<file path="config.mk">
export PLATFORM = sky130hd
export DESIGN_NAME = hs_byte_aligner
export DESIGN_NICKNAME = d
export VERILOG_FILES = /design/src/rtl/hs_byte_aligner.sv
export SDC_FILE = /design/constraint.sdc
export NUM_CORES = 1
export LEC_CHECK = 0
export ABC_CLOCK_PERIOD_IN_PS = 4300
export CAP_MARGIN = 0
export CORE_MARGIN = 4
export CORE_UTILIZATION = 55
export DETAILED_ROUTE_END_ITERATION = 10
export GPL_TIMING_DRIVEN = 0
export PLACE_DENSITY = 0.79
export SKIP_CTS_REPAIR_TIMING = 1
export SLEW_MARGIN = 20
export SYNTH_ARGS = -nofsm -noshare
export SYNTH_HDL_FRONTEND = slang
export SYNTH_SLANG_ARGS = --single-unit
export TNS_END_PERCENT = 50
</file>
<file path="constraint.sdc">
create_clock -name I_clk -period 4.3 [get_ports I_clk]
set_clock_uncertainty 0.05 [all_clocks]
set_input_delay 0.43 -clock I_clk [delete_from_list [all_inputs] [get_ports I_clk]]
set_output_delay 0.43 -clock I_clk [all_outputs]
set_load 0.1 [all_outputs]
</file>
<file path="src/rtl/hs_byte_aligner.sv">
// hs_byte_aligner: byte aligner for one MIPI D-PHY RX data lane.
//
// Searches the raw deserialized byte stream for the leader sync byte at any
// of 8 bit offsets while the HS window is open. The first (lowest) matching
// offset is locked for the rest of the burst, and the aligned payload bytes
// are emitted with a valid strobe. A burst with no sync byte within
// SYNC_TIMEOUT hunt cycles raises a one-cycle error pulse.
//
// Ports:
//   I_clk       byte clock (single clock domain)
//   I_rst_n     asynchronous active-low reset
//   I_hs_en     HS burst window (registered upstream)
//   I_data      raw deserialized byte, bit 0 received first
//   O_data      aligned payload byte
//   O_valid     O_data holds a payload byte
//   O_sot       one-cycle pulse with the first O_valid of a burst
//   O_offset    locked bit offset; holds until the next lock
//   O_sync_err  one-cycle pulse when the hunt times out
module hs_byte_aligner #(
  parameter logic [7:0]  SYNC_BYTE    = 8'hB8,
  parameter int unsigned SYNC_TIMEOUT = 32
) (
  input  logic       I_clk,
  input  logic       I_rst_n,
  input  logic       I_hs_en,
  input  logic [7:0] I_data,
  output logic [7:0] O_data,
  output logic       O_valid,
  output logic       O_sot,
  output logic [2:0] O_offset,
  output logic       O_sync_err
);

  localparam logic [1:0] S_IDLE    = 2'd0;
  localparam logic [1:0] S_HUNT    = 2'd1;
  localparam logic [1:0] S_ALIGNED = 2'd2;
  localparam logic [1:0] S_ERR     = 2'd3;

  localparam logic [7:0] TIMEOUT_LAST = 8'(SYNC_TIMEOUT - 1);

  logic [1:0]  state_q, state_d;
  logic [7:0]  d1_q, d2_q;
  logic [7:0]  cnt_q, cnt_d;
  logic [2:0]  offset_q, offset_d;
  logic [7:0]  data_q, data_d;
  logic        valid_q, valid_d;
  logic        sot_q, sot_d;
  logic        first_q, first_d;
  logic        err_pend_q, err_pend_d;
  logic        sync_err_q, sync_err_d;

  logic [15:0] window;
  logic        match_found;
  logic [2:0]  match_k;

  // d2 holds the older byte, so it forms the low half of the window.
  assign window = {d1_q, d2_q};

  // Scan from the highest offset down so the lowest matching offset wins.
  always_comb begin
    match_found = 1'b0;
    match_k     = '0;
    for (int unsigned i = 0; i < 8; i++) begin
      if (window[(7 - i) +: 8] == SYNC_BYTE) begin
        match_found = 1'b1;
        match_k     = 3'(7 - i);
      end
    end
  end

  always_comb begin
    state_d    = state_q;
    cnt_d      = cnt_q;
    offset_d   = offset_q;
    first_d    = 1'b0;
    err_pend_d = 1'b0;
    case (state_q)
      S_IDLE: begin
        cnt_d = '0;
        if (I_hs_en) state_d = S_HUNT;
      end
      S_HUNT: begin
        if (!I_hs_en) begin
          state_d = S_IDLE;
        end else if (match_found) begin
          state_d  = S_ALIGNED;
          offset_d = match_k;
          first_d  = 1'b1;
        end else if (cnt_q == TIMEOUT_LAST) begin
          state_d    = S_ERR;
          err_pend_d = 1'b1;
        end else if (cnt_q != '1) begin
          cnt_d = cnt_q + 8'd1;
        end
      end
      S_ALIGNED: begin
        if (!I_hs_en) state_d = S_IDLE;
      end
      S_ERR: begin
        if (!I_hs_en) state_d = S_IDLE;
      end
      default: state_d = S_IDLE;
    endcase
  end

  // Output register stage; the error pulse is delayed one cycle past the
  // HUNT->ERR transition.
  always_comb begin
    data_d     = data_q;
    valid_d    = 1'b0;
    sot_d      = 1'b0;
    sync_err_d = err_pend_q;
    if (state_q == S_ALIGNED) begin
      data_d  = window[offset_q +: 8];
      valid_d = 1'b1;
      sot_d   = first_q;
    end
  end

  always_ff @(posedge I_clk or negedge I_rst_n) begin
    if (!I_rst_n) begin
      state_q    <= S_IDLE;
      d1_q       <= '0;
      d2_q       <= '0;
      cnt_q      <= '0;
      offset_q   <= '0;
      data_q     <= '0;
      valid_q    <= 1'b0;
      sot_q      <= 1'b0;
      first_q    <= 1'b0;
      err_pend_q <= 1'b0;
      sync_err_q <= 1'b0;
    end else begin
      state_q    <= state_d;
      d1_q       <= I_data;
      d2_q       <= d1_q;
      cnt_q      <= cnt_d;
      offset_q   <= offset_d;
      data_q     <= data_d;
      valid_q    <= valid_d;
      sot_q      <= sot_d;
      first_q    <= first_d;
      err_pend_q <= err_pend_d;
      sync_err_q <= sync_err_d;
    end
  end

  assign O_data     = data_q;
  assign O_valid    = valid_q;
  assign O_sot      = sot_q;
  assign O_offset   = offset_q;
  assign O_sync_err = sync_err_q;

endmodule

</file>
==> results.md <==
- Outcome: finished, final reports clean
- Fin crit share: 55.72%
- Gr busiest metal: met2
- Largest net degree at the start of global routing: 23
- Reg clk slew, reported paths: 80 ps
- Worst slew pin tran: 973.5 ps
- Cell with the most instances after synthesis: dfrtp_1
- Final wirelength: 4208 um
- Worst EP required: 3820 ps
- Row Count: 22
- Synth warn: 0
- Syn_nets: 200
- Synth Register Bits: 42
- IO buf count: 24
- HPWL Detailed: 3181 um
- CTS tree: yes
- Reg2reg start: d1_q[2]
- Vias: 1599
- Iter 0 DRT Violations: 142
- Top Ports: 25
- R2R cell count: 6
- Buffers & Inverters on Critical Path: 1
- Peak VDD IR: 0.0002263 V
- Crit-path leading delay family: buffers and inverters
- Setup TNS: 0 ps
- Syn Inst Count: 188
- CP Class: flop to primary output
- Cell taking the most area after synthesis: dfrtp_1
- Post-synth EDFFs: 0
- DRT Pass-1 Iters: 5
- CP max-delay cell: clkdlybuf4s50_1
- Max Cap Violations: 0
- Met2 Use GR: 28.86%
- CP startpoint kind: flop
- CP arrival: 1920 ps
- Met3 Track Usage GR: 5.036%
- Power, Total: 1077 uW
- CTS max path bufs: 2
- Global-route wire length before repair: 7541 um
- GRT Util Overall: 19.23%
- R2R Setup Slk: 2190 ps
- Share of layout cells above drive strength 1: 11.31%
- Post-synth top area share: 49.88%
- Met1 track demand over resource: 26.77%
- CTS H-Tree Depth: 2
- Routability cong.: 0.8241
- Clock buffer count from CTS: 5
- Stages on worst setup path: 1
- Crit-path cells: clkdlybuf4s50_1
- Seq/Total Area, Yosys: 49.88%
- Rel. slew slack: 34.90%
- Area growth syn-to-layout: 19.83%
- Die ar.: 4885 sq um
- Primary FF master, synth: dfrtp_1
- Synth cell types: 44
- Max Freq: 0.4174 GHz
- Initial antenna violation count: 0
- Routed WL per cell: 15.64 um
- Tmin final: 2396 ps
- Critical Path End Type: primary output
- Antenna fix cells: 0
- Root Buffer: clkbuf_8
- Fraction of registers with async set or reset after synthesis: 100.0%
- Layout net count: 232
- Slowest Stage Delay on Critical Path: 1170 ps
- Synth Area per Inst: 11.21 sq um
- Die width: 69.90 um
- Largest cells by area after synthesis: dfrtp_1 50%, mux2i_1 7.6%, o21ai_0 4.3%, mux4_2 4.3%, nor4bb_1 3.3%
- Vias/cell: 5.944
- CP Max Fanout: 5
- Initial core utilization: 57.12%
- Worst R2R End: cnt_q[5]
- Cell Area, Synth: 2107 sq um
- Post-route DRC violation count: 0
- RSZ-0062 raised after global routing: false
- Clock Latency Late Sink: 300 ps
- Post-route ant nets: 0
- # setup viols final: 0
- Vias in the first global route: 1572
- Post-synth top cells: 42 x dfrtp_1, 18 x nand2_1, 18 x o21ai_0, 16 x mux2i_1
- Clock sink count: 42
- Leakage: 0.001083 uW
- Final Hold Fails: 0
- Vert. Die Dim: 69.90 um
- Core Region: 3689 sq um
- Final max-slew violation count: 0
- Overflow after GRT: 0
- Power Density: 426.7 nW/um^2
- HP Class: input pin to asynchronous set/reset pin
## cell type report
class                      count  area (sq um)
inverter                       7         26.28
clock inverter                 2         12.51
tap                           48         60.06
clock buffer                   6         82.58
timing repair buffer          25         262.8
buffer                         8         33.78
multi-input combinational    131         996.0
fill                         284          1164
sequential                    42          1051
## stage by stage
stage | hold WS [ps] | utilization [%] | worst slack (ps) | cell area (sq um) | cells
finish | 41.99 | 68.45 | 1904 | 2525 | 269
global route | 79.09 | 68.45 | 1855 | 2525 | 269
CTS | 50.29 | 68.45 | 1895 | 2525 | 269
detailed placement | 291.1 | 65.88 | 2158 | 2430 | 261
global placement | 285.1 | 65.26 | 1788 | 2407 | 260
floorplan | 84.41 | - | 1996 | 2107 | 188
## sequential cells by signal, indices dropped and copies added, names as in the netlist
name	flops
O_offset	3
d2_q	8
O_data	8
O_sot	1
O_sync_err	1
d1_q	8
first_q	1
state_q	2
err_pend_q	1
cnt_q	8
O_valid	1
## where the power goes
group	switching [uW]	internal, uW	total, uW
clock	135	129	264
sequential	33.1	432	466
combinational	237	111	348
total	405	672	1080
## logic make-up (layout without fill, tap and decap cells)
kind of cell / Yosys count / count (layout) / synth area share (%)
and+or+nand+nor: 61 / 61 / 18.29
DFF: 42 / 42 / 49.88
buffers and inverters: 15 / 48 / 2.850
adders and majority gates: 1 / 1 / 0.5937
muxes: 24 / 24 / 14.01
AOI/OAI and AO/OA: 45 / 45 / 14.37
## worst max-delay path by stage
stage                            from           to  slack [ps]
after CTS                 O_offset[0]  O_offset[0]        1890
after global placement        I_rst_n     cnt_q[4]        1790
after detailed placement      I_hs_en     cnt_q[7]        2160
final                     O_offset[0]  O_offset[0]        1900
after floorplan           O_offset[1]    O_data[3]        2000
after global routing      O_offset[0]  O_offset[0]        1860
## layer usage
metal	wire, um	up-vias
li1	-	764
met1	1865	774
met2	2006	51
met3	257	10
met4	79	0
met5	0	-
## cell usage in the layout, fill, tap and decap left out, types with 6 or more instances in the layout
cell             count
nand2_1             18
a21oi_1              6
clkbuf_8             6
nor4bb_1             7
inv_1                7
mux2i_1             16
clkdlybuf4s50_1     23
nor3_1               6
dfrtp_1             42
o21ai_0             18
(Power assumes the default switching activity.)
